**config.mk**
```make
export PLATFORM = sky130hd
export DESIGN_NAME = prime_seg_display
export DESIGN_NICKNAME = d
export VERILOG_FILES = /design/src/rtl/prime_seg_display.sv
export SDC_FILE = /design/constraint.sdc
export NUM_CORES = 1
export LEC_CHECK = 0
export CORE_MARGIN = 1.5
export CORE_UTILIZATION = 25
export CTS_BUF_LIST = sky130_fd_sc_hd__clkbuf_8
export DETAILED_ROUTE_END_ITERATION = 7
export RECOVER_POWER = 25
export SLEW_MARGIN = 15
export SYNTH_ARGS = -nofsm -noshare
export SYNTH_HDL_FRONTEND = slang
export SYNTH_SLANG_ARGS = --single-unit
```
**constraint.sdc**
```tcl
create_clock -name clk -period 4.1 [get_ports clk]
set_input_delay 1.025 -clock clk [delete_from_list [all_inputs] [get_ports clk]]
set_output_delay 1.025 -clock clk [all_outputs]
set_load 0.05 [all_outputs]
```
**src/rtl/prime_seg_display.sv**
```systemverilog
// prime_seg_display
//   Converts a 20-bit unsigned binary value (a prime from the upstream sieve)
//   into 7 BCD digits using a sequential double-dabble engine. The result is
//   shown on an 8-digit multiplexed seven-segment display.
//
// Parameters
//   SCAN_DIV   clk cycles each digit is displayed (>= 2)
//
// Ports
//   clk        sole clock, rising edge
//   rst        asynchronous, active-high reset
//   din_valid  single-cycle strobe qualifying din (ignored while busy)
//   din[19:0]  unsigned binary value to convert
//   busy       high from the accept edge until the FSM returns to IDLE
//   bcd_valid  one-cycle pulse when bcd_out updates
//   bcd_out    7 BCD digits, [3:0] = ones
//   an[7:0]    active-low one-hot digit enable, bit 0 = rightmost digit
//   seg[7:0]   active-low segments, bit 7 = dp (always off), bits 6:0 = g..a
//
// Build option
//   LEADING_ZERO_BLANK_EN  when defined, digits above the most-significant
//                          nonzero digit are blanked (value 0 shows one '0').
module prime_seg_display #(
  parameter int SCAN_DIV = 50000
) (
  input  logic        clk,
  input  logic        rst,
  input  logic        din_valid,
  input  logic [19:0] din,
  output logic        busy,
  output logic        bcd_valid,
  output logic [27:0] bcd_out,
  output logic [7:0]  an,
  output logic [7:0]  seg
);

  localparam int CNT_W = (SCAN_DIV > 1) ? $clog2(SCAN_DIV) : 1;

  typedef enum logic [1:0] {IDLE, SHIFT, DONE} state_t;

  state_t             state;
  logic [4:0]         iter;
  logic [19:0]        bin_sr;
  logic [27:0]        bcd_sr;
  logic [47:0]        shifted;
  logic [CNT_W-1:0]   scan_cnt;
  logic [2:0]         idx;
  logic [2:0]         idx_next;
  logic               last_scan;
  logic [27:0]        bcd_next;

  // Add 3 to every BCD nibble that is 5 or more, ahead of the left shift.
  function automatic logic [27:0] dabble_adjust(input logic [27:0] b);
    logic [27:0] r;
    r = b;
    for (int i = 0; i < 7; i++) begin
      if (b[i*4 +: 4] >= 4'd5) r[i*4 +: 4] = b[i*4 +: 4] + 4'd3;
    end
    return r;
  endfunction

  function automatic logic [7:0] seg_pattern(input logic [3:0] nib);
    logic [7:0] p;
    case (nib)
      4'd0: p = 8'hC0;
      4'd1: p = 8'hF9;
      4'd2: p = 8'hA4;
      4'd3: p = 8'hB0;
      4'd4: p = 8'h99;
      4'd5: p = 8'h92;
      4'd6: p = 8'h82;
      4'd7: p = 8'hF8;
      4'd8: p = 8'h80;
      4'd9: p = 8'h90;
      default: p = 8'hFF;
    endcase
    return p;
  endfunction

  // Segment pattern for digit position d of the latched value v.
  function automatic logic [7:0] digit_seg(input logic [27:0] v, input logic [2:0] d);
    logic [7:0] pat;
`ifdef LEADING_ZERO_BLANK_EN
    logic [2:0] msd;
`endif
    if (d == 3'd7) begin
      pat = 8'hFF;
    end else begin
      pat = seg_pattern(v[int'(d)*4 +: 4]);
    end
`ifdef LEADING_ZERO_BLANK_EN
    // msd stays 0 for a zero value so digit 0 still shows '0'.
    msd = 3'd0;
    for (int i = 1; i < 7; i++) begin
      if (v[i*4 +: 4] != 4'd0) msd = 3'(i);
    end
    if (d > msd) pat = 8'hFF;
`endif
    return pat;
  endfunction

  always_comb begin
    shifted   = {dabble_adjust(bcd_sr), bin_sr} << 1;
    last_scan = (scan_cnt == CNT_W'(SCAN_DIV - 1));
    idx_next  = last_scan ? idx + 3'd1 : idx;
    // The display sees the value bcd_out is about to take, so seg tracks
    // bcd_out without a one-cycle lag and never sees the shift register.
    bcd_next  = (state == DONE) ? bcd_sr : bcd_out;
  end

  // Control FSM: accept, 20 shift iterations, one DONE cycle that latches.
  always_ff @(posedge clk or posedge rst) begin
    if (rst) begin
      state     <= IDLE;
      iter      <= '0;
      busy      <= 1'b0;
      bcd_valid <= 1'b0;
      bcd_out   <= '0;
    end else begin
      bcd_valid <= 1'b0;
      case (state)
        IDLE: begin
          if (din_valid) begin
            state <= SHIFT;
            busy  <= 1'b1;
            iter  <= '0;
          end
        end
        SHIFT: begin
          iter <= iter + 5'd1;
          if (iter == 5'd19) state <= DONE;
        end
        DONE: begin
          state     <= IDLE;
          busy      <= 1'b0;
          bcd_valid <= 1'b1;
          bcd_out   <= bcd_sr;
        end
        default: state <= IDLE;
      endcase
    end
  end

  // Double-dabble datapath; contents only matter between accept and DONE.
  always_ff @(posedge clk) begin
    if (state == IDLE && din_valid) begin
      bin_sr <= din;
      bcd_sr <= '0;
    end else if (state == SHIFT) begin
      {bcd_sr, bin_sr} <= shifted;
    end
  end

  // Display scan: an and seg are registered together from the same index.
  always_ff @(posedge clk or posedge rst) begin
    if (rst) begin
      scan_cnt <= '0;
      idx      <= 3'd0;
      an       <= 8'hFE;
      seg      <= 8'hC0;
    end else begin
      scan_cnt <= last_scan ? '0 : scan_cnt + CNT_W'(1);
      idx      <= idx_next;
      an       <= ~(8'd1 << idx_next);
      seg      <= digit_seg(bcd_next, idx_next);
    end
  end

endmodule

```
Word level (Yosys, flattened, before mapping). Memory sizes are Yosys's and may differ from the RTL's. Index checks and enable logic that the tools add are counted.

Output and inout port bits: 46. Word-level logic and storage cells: 68. Bits of input ports: 23. Latch bits: 0. Memories kept: 1. Bits in read-only memories: 112. RAM bits: 0. Register bits after elaboration: 120.

Memories: (name not given) (depth 16, bits a word 7, read ports 1, clocked after Yosys merged registers in 0, write ports 0, RTL line 64) `case (nib)`.

Shift operators: 2. Reductions and logical operators: 8. Equality and inequality tests: 7. Add/subtract/negate cells: 10. Div/mod/pow operators: 0. Order comparisons: 7. Bitwise logic cells: 1. Multiplexer cells: 21. $mul: 0.

Operators by type and width (count): $mux 20 (2); $ge 4x3->1 const B (7); $mux 28 (1); $shiftx 28x6->4 (1); $add 4x2->4 const B (6); $mux 4 (6); $add 16x1->16 const B (1); $eq 16x16->1 const B (1); $mux 16 (1); $pmux 5 s2 (1); $mux 8 (1); $not 8->8 (1); $shl 1x3->8 const A (1); $mux 3 (2); $reduce_and 2->1 (3); $reduce_bool 2->1 (3); $add 5x1->5 const B (1); $eq 5x5->1 const B (1); $mux 5 (1); $mux 2 (2); $ne 2x2->1 const B (2); $pmux 2 s2 (1); $add 3x1->3 const B (1); $add 3x2->3 const B (1); other kinds (7) (8).

Longest topological paths before layout. An unclocked memory read counts as a cell.

Depth after elaboration: 5. Gate-level depth with buffers: 14. Gate-level depth less buffers: 13.

Worst setup path after synthesis. Ideal clock, no wire load.

Kind: register to register. Start: register scan_cnt[11]. End: register seg[4]. Setup slack: 1.064 ns. Cell stages (with the launch flop): 9. Library setup time: 0.073 ns. Data arrival time: 2.963 ns. Data required time: 4.027 ns. Buffers on the path: 0. Period minus slack after synthesis: 3.036 ns. Cells stage by stage: dfrtp_1 > or4_4 > nor4_4 > mux2i_1 > nor2_4 > a221o_1 > ha_1 > mux2_4 > a21oi_2.

Longest elaborated chain between the ends: 5. Elaborated cells on any way between the ends: 6. Those cells by class: 2 x eq/ne; 1 x shift; 2 x mux; 1 x memory.

Ends and longest elaborated chain: from (decl) (RTL line 46) `logic [CNT_W-1:0] scan_cnt;`; from (signal assigned) (RTL line 162) `scan_cnt <= last_scan ? '0 : scan_cnt + CNT_W'(1);`; $eq 16x16->1 * (RTL line 104) `last_scan = (scan_cnt == CNT_W'(SCAN_DIV - 1));`; $mux 3 * (RTL line 105) `idx_next = last_scan ? idx + 3'd1 : idx;`; $shiftx 28x6->4 (RTL line 89) `pat = seg_pattern(v[int'(d)*4 +: 4]);`; $mem_v2 16x7; $mux 8 * (RTL line 86) `if (d == 3'd7) begin`; to (signal assigned) (RTL line 165) `seg <= digit_seg(bcd_next, idx_next);`; to (decl) (RTL line 34) `output logic [7:0] seg`.

Every way passes the cells marked *; elsewhere a longest branch is shown, timed or not. A chain may end at the register's enable or synchronous reset.

Final worst setup path.
Start: register scan_cnt[10]. End: register seg[3].

Same word-level chain as after synthesis.

==> metrics <==
status finished, violations left; failing checks DRC; Hold-fix buffers, CTS 0; GR Overflow Total 0; final WL 13.5 mm; Post-DRT Antenna Nets 0; Via density 4.49; maximum vdd drop 0.000279 V; worst-path cell chain or4_4 > nor4_2 > xnor2_1 > inv_2 > nor2_1 > o32ai_1 > a221o_1 > inv_1 > ha_1 > inv_1 > mux2i_1 > a21oi_1; Slew Limit Headroom 25.8%; IO buf count 67; Post-synth EDFFs 20; Pwr Density 733 nW/um^2; share of layout cells above drive strength 1 8.49%; Worst EP required 4.46 ns; Die ar. 23400 um^2; Static Leak 0.00303 uW; drt drc 8; Setup Crit Path Kind register to register; Area Overhead vs Synth 23.6%; post-CTS setup buffers 0; hold depth 2; Post-synth top flop dfrtp_1; Root Driver clkbuf_8; Syn Nets 631; Ant. Diodes 0; Core Box Area 22000 um^2; cell row count 54; total track usage 12.1%; Worst R2R End seg[3]$_DFF_PP0_; Placer Congestion 0.797; Final Skew 0.00928 ns; max-cap viol count 0; DR vias 4272; worst path arrival time 3.81 ns; drt pass-1 iters 8; largest net degree at the start of global routing 41; HPWL after DPL 9.66 mm; routed length per instance 14.2 um; Syn Area/Cell 9.61 um^2; nets 703; Util after Layout 31.7%; Min-Delay Path Class register to register; crit-path max FO 13; Hold Startpoint bin_sr[19]$_DFFE_PP_; clock-pin slew on the worst setup and hold paths 0.07 ns; Syn Std Cell Area 5630 um^2; CTS tree built; Seq/Total Area, Yosys 52.4%; Starting Density 25.6%; RSZ-0062 raised after global routing false; Worst Max-Slew Pin Slew 1.11 ns; Post-Synthesis Cells 586; maximum clock rate 290 MHz; Worst setup EP type register; Die H 153 um; htree depth 4; #FFs+latches synth 119; Final Critical Period 3.45 ns; Ys Warns 0; TNS Setup 0 ns; cts repair resizes 0; Hold EP bcd_sr[0]$_SDFFE_PP0P_; R2R setup slack 0.65 ns; Slowest-stage cell, CP or4_4; clock sinks 119; Crit path top cell by count inv_1; clock latency on the worst-skew pair 0.44 ns; Final Hold Viols 0; Final Cycle Share 84.0%; Reg2Reg Depth 12; Num CTS Buffers 17; global-route wire length before repair 22.1 mm; hold_ws 0.454 ns; CP startpoint kind register; vias in the first global route 4251; ys async rst share 59.7%; Worst R2R Start scan_cnt[10]$_DFF_PP0_; initial drt markers 218; Final setup viols 0; initial antenna violation count 0; Die W 153 um; synth unique cells 58; largest stage delay on the critical path 0.59 ns; I/O pin cnt 69; CTS Buffer Depth 2; final max-slew violation count 0
==> cells in the final DEF, fill, tap and decap left out, types with 3 or more instances in the layout <==
cell type and n:
a21oi_1 37, a21oi_2 3, and2_1 4, and3_1 7
buf_4 7, clkbuf_8 17, clkdlybuf4s50_1 65, clkinv_1 6
clkinv_2 6, dfrtp_1 63, dfstp_2 8, dfxtp_1 28
edfxtp_1 20, ha_1 22, inv_1 32, mux2i_1 15
nand2_1 125, nand2b_1 9, nand3_1 16, nand4_1 4
nor2_1 42, nor2b_1 3, nor3_1 8, nor4_1 6
o21ai_0 41, o22ai_1 7, xnor2_1 14, xor2_1 15
==> flip-flops by register name, summed over array words and instances (netlist names) <==
signal,count
bin_sr,20
bcd_out,28
seg,7
bcd_sr,28
an,8
idx,3
iter,5
bcd_valid,1
state,2
scan_cnt,16
busy,1
==> synthesized netlist by cell type (all sizes together), types with 3 or more instances <==
library cell	count	area share [%]
ha	22	4.9
o221ai	3	0.58
a21oi	40	3.8
buf	6	0.80
clkbuf	17	1.1
nor3	8	0.71
a21boi	3	0.40
edfxtp	20	11
nor4	8	1.3
dfxtp	28	10
dfrtp	63	28
and2	4	0.44
o21ai	43	3.8
mux2i	15	2.7
xor2	15	2.3
nand4	4	0.44
nor2b	3	0.33
xnor2	15	2.5
dfstp	8	3.7
or4	3	0.47
inv	31	2.1
nand3	16	1.4
nor2	43	3.0
nand2b	9	1.0
and3	7	0.78
nand2	125	8.3
o22ai	7	0.78
==> worst max-delay path by stage <==
| stage | startpoint | slack, ns | to |
|---|---|---|---|
| after CTS | scan_cnt[10]$_DFF_PP0_ | 0.63 | seg[3]$_DFF_PP0_ |
| after detailed placement | scan_cnt[10]$_DFF_PP0_ | 0.67 | seg[3]$_DFF_PP0_ |
| final | scan_cnt[10]$_DFF_PP0_ | 0.65 | seg[3]$_DFF_PP0_ |
| after floorplan | scan_cnt[11]$_DFF_PP0_ | 1.06 | seg[4]$_DFF_PP0_ |
| after global routing | scan_cnt[10]$_DFF_PP0_ | 0.44 | seg[5]$_DFF_PP0_ |
| after global placement | scan_cnt[10]$_DFF_PP0_ | 0.76 | seg[3]$_DFF_PP0_ |
==> cell type report <==
type / instances / area (um^2)
repair buffers: 76 / 731
flip-flops and latches: 119 / 2950
well taps: 280 / 350
clock buffers: 17 / 234
fillers: 2235 / 15000
multi-input cells: 411 / 2450
inverters: 33 / 124
clock inverters: 15 / 120
==> kinds of logic (layout without fill, tap and decap cells) <==
family / count (synthesis) / count (layout) / synth area share [%]
AO/OA/AOI/OAI: 107 / 107 / 11.8
XOR/XNOR: 30 / 30 / 4.80
adder cells (fa/ha/maj): 22 / 22 / 4.89
buffers and inverters: 56 / 141 / 4.13
flip-flops: 119 / 119 / 52.4
multiplexers: 16 / 16 / 2.93
other: 1 / 1 / 0.0666
AND/OR/NAND/NOR: 235 / 235 / 19.0
==> metal layers <==
| layer | wire [um] | share of wire (%) | global-route usage (%) |
|---|---|---|---|
| met5 | 0 | 0 | 0 |
| met4 | 252 | 1.9 | 5.37 |
| met3 | 574 | 4.3 | 2.78 |
| met2 | 6220 | 46 | 19.1 |
| met1 | 6450 | 48 | 15.8 |
==> stage by stage <==
stage / area [um^2] / setup slack, ns / power (uW) / std cells
2_1_floorplan: 5630 / 1.06 / 3460 / 586
3_3_place_gp: 6610 / 0.757 / 4120 / 919
3_5_place_dp: 6610 / 0.672 / 4150 / 919
4_1_cts: 6960 / 0.628 / 5170 / 951
5_1_grt: 6960 / 0.442 / 5460 / 951
6_report: 6960 / 0.654 / 5100 / 951
==> critical path: cells and delay by family (launching register included) <==
family / cells / cell delay (ns)
adder cells (fa/ha/maj): 1 / 0.25
buffers and inverters: 3 / 0.51
flip-flops: 1 / 0.41
multiplexers: 1 / 0.05
XOR/XNOR: 1 / 0.40
AO/OA/AOI/OAI: 3 / 0.65
AND/OR/NAND/NOR: 3 / 1.09
==> report_power, final <==
group / internal, uW / switching [uW] / leakage (uW) / total [uW]
clock network: 518 / 462 / 0.000191 / 980
registers: 1650 / 290 / 0.00134 / 1940
logic: 782 / 1390 / 0.00150 / 2180
No activity file was read; power rests on OpenSTA's default activity.
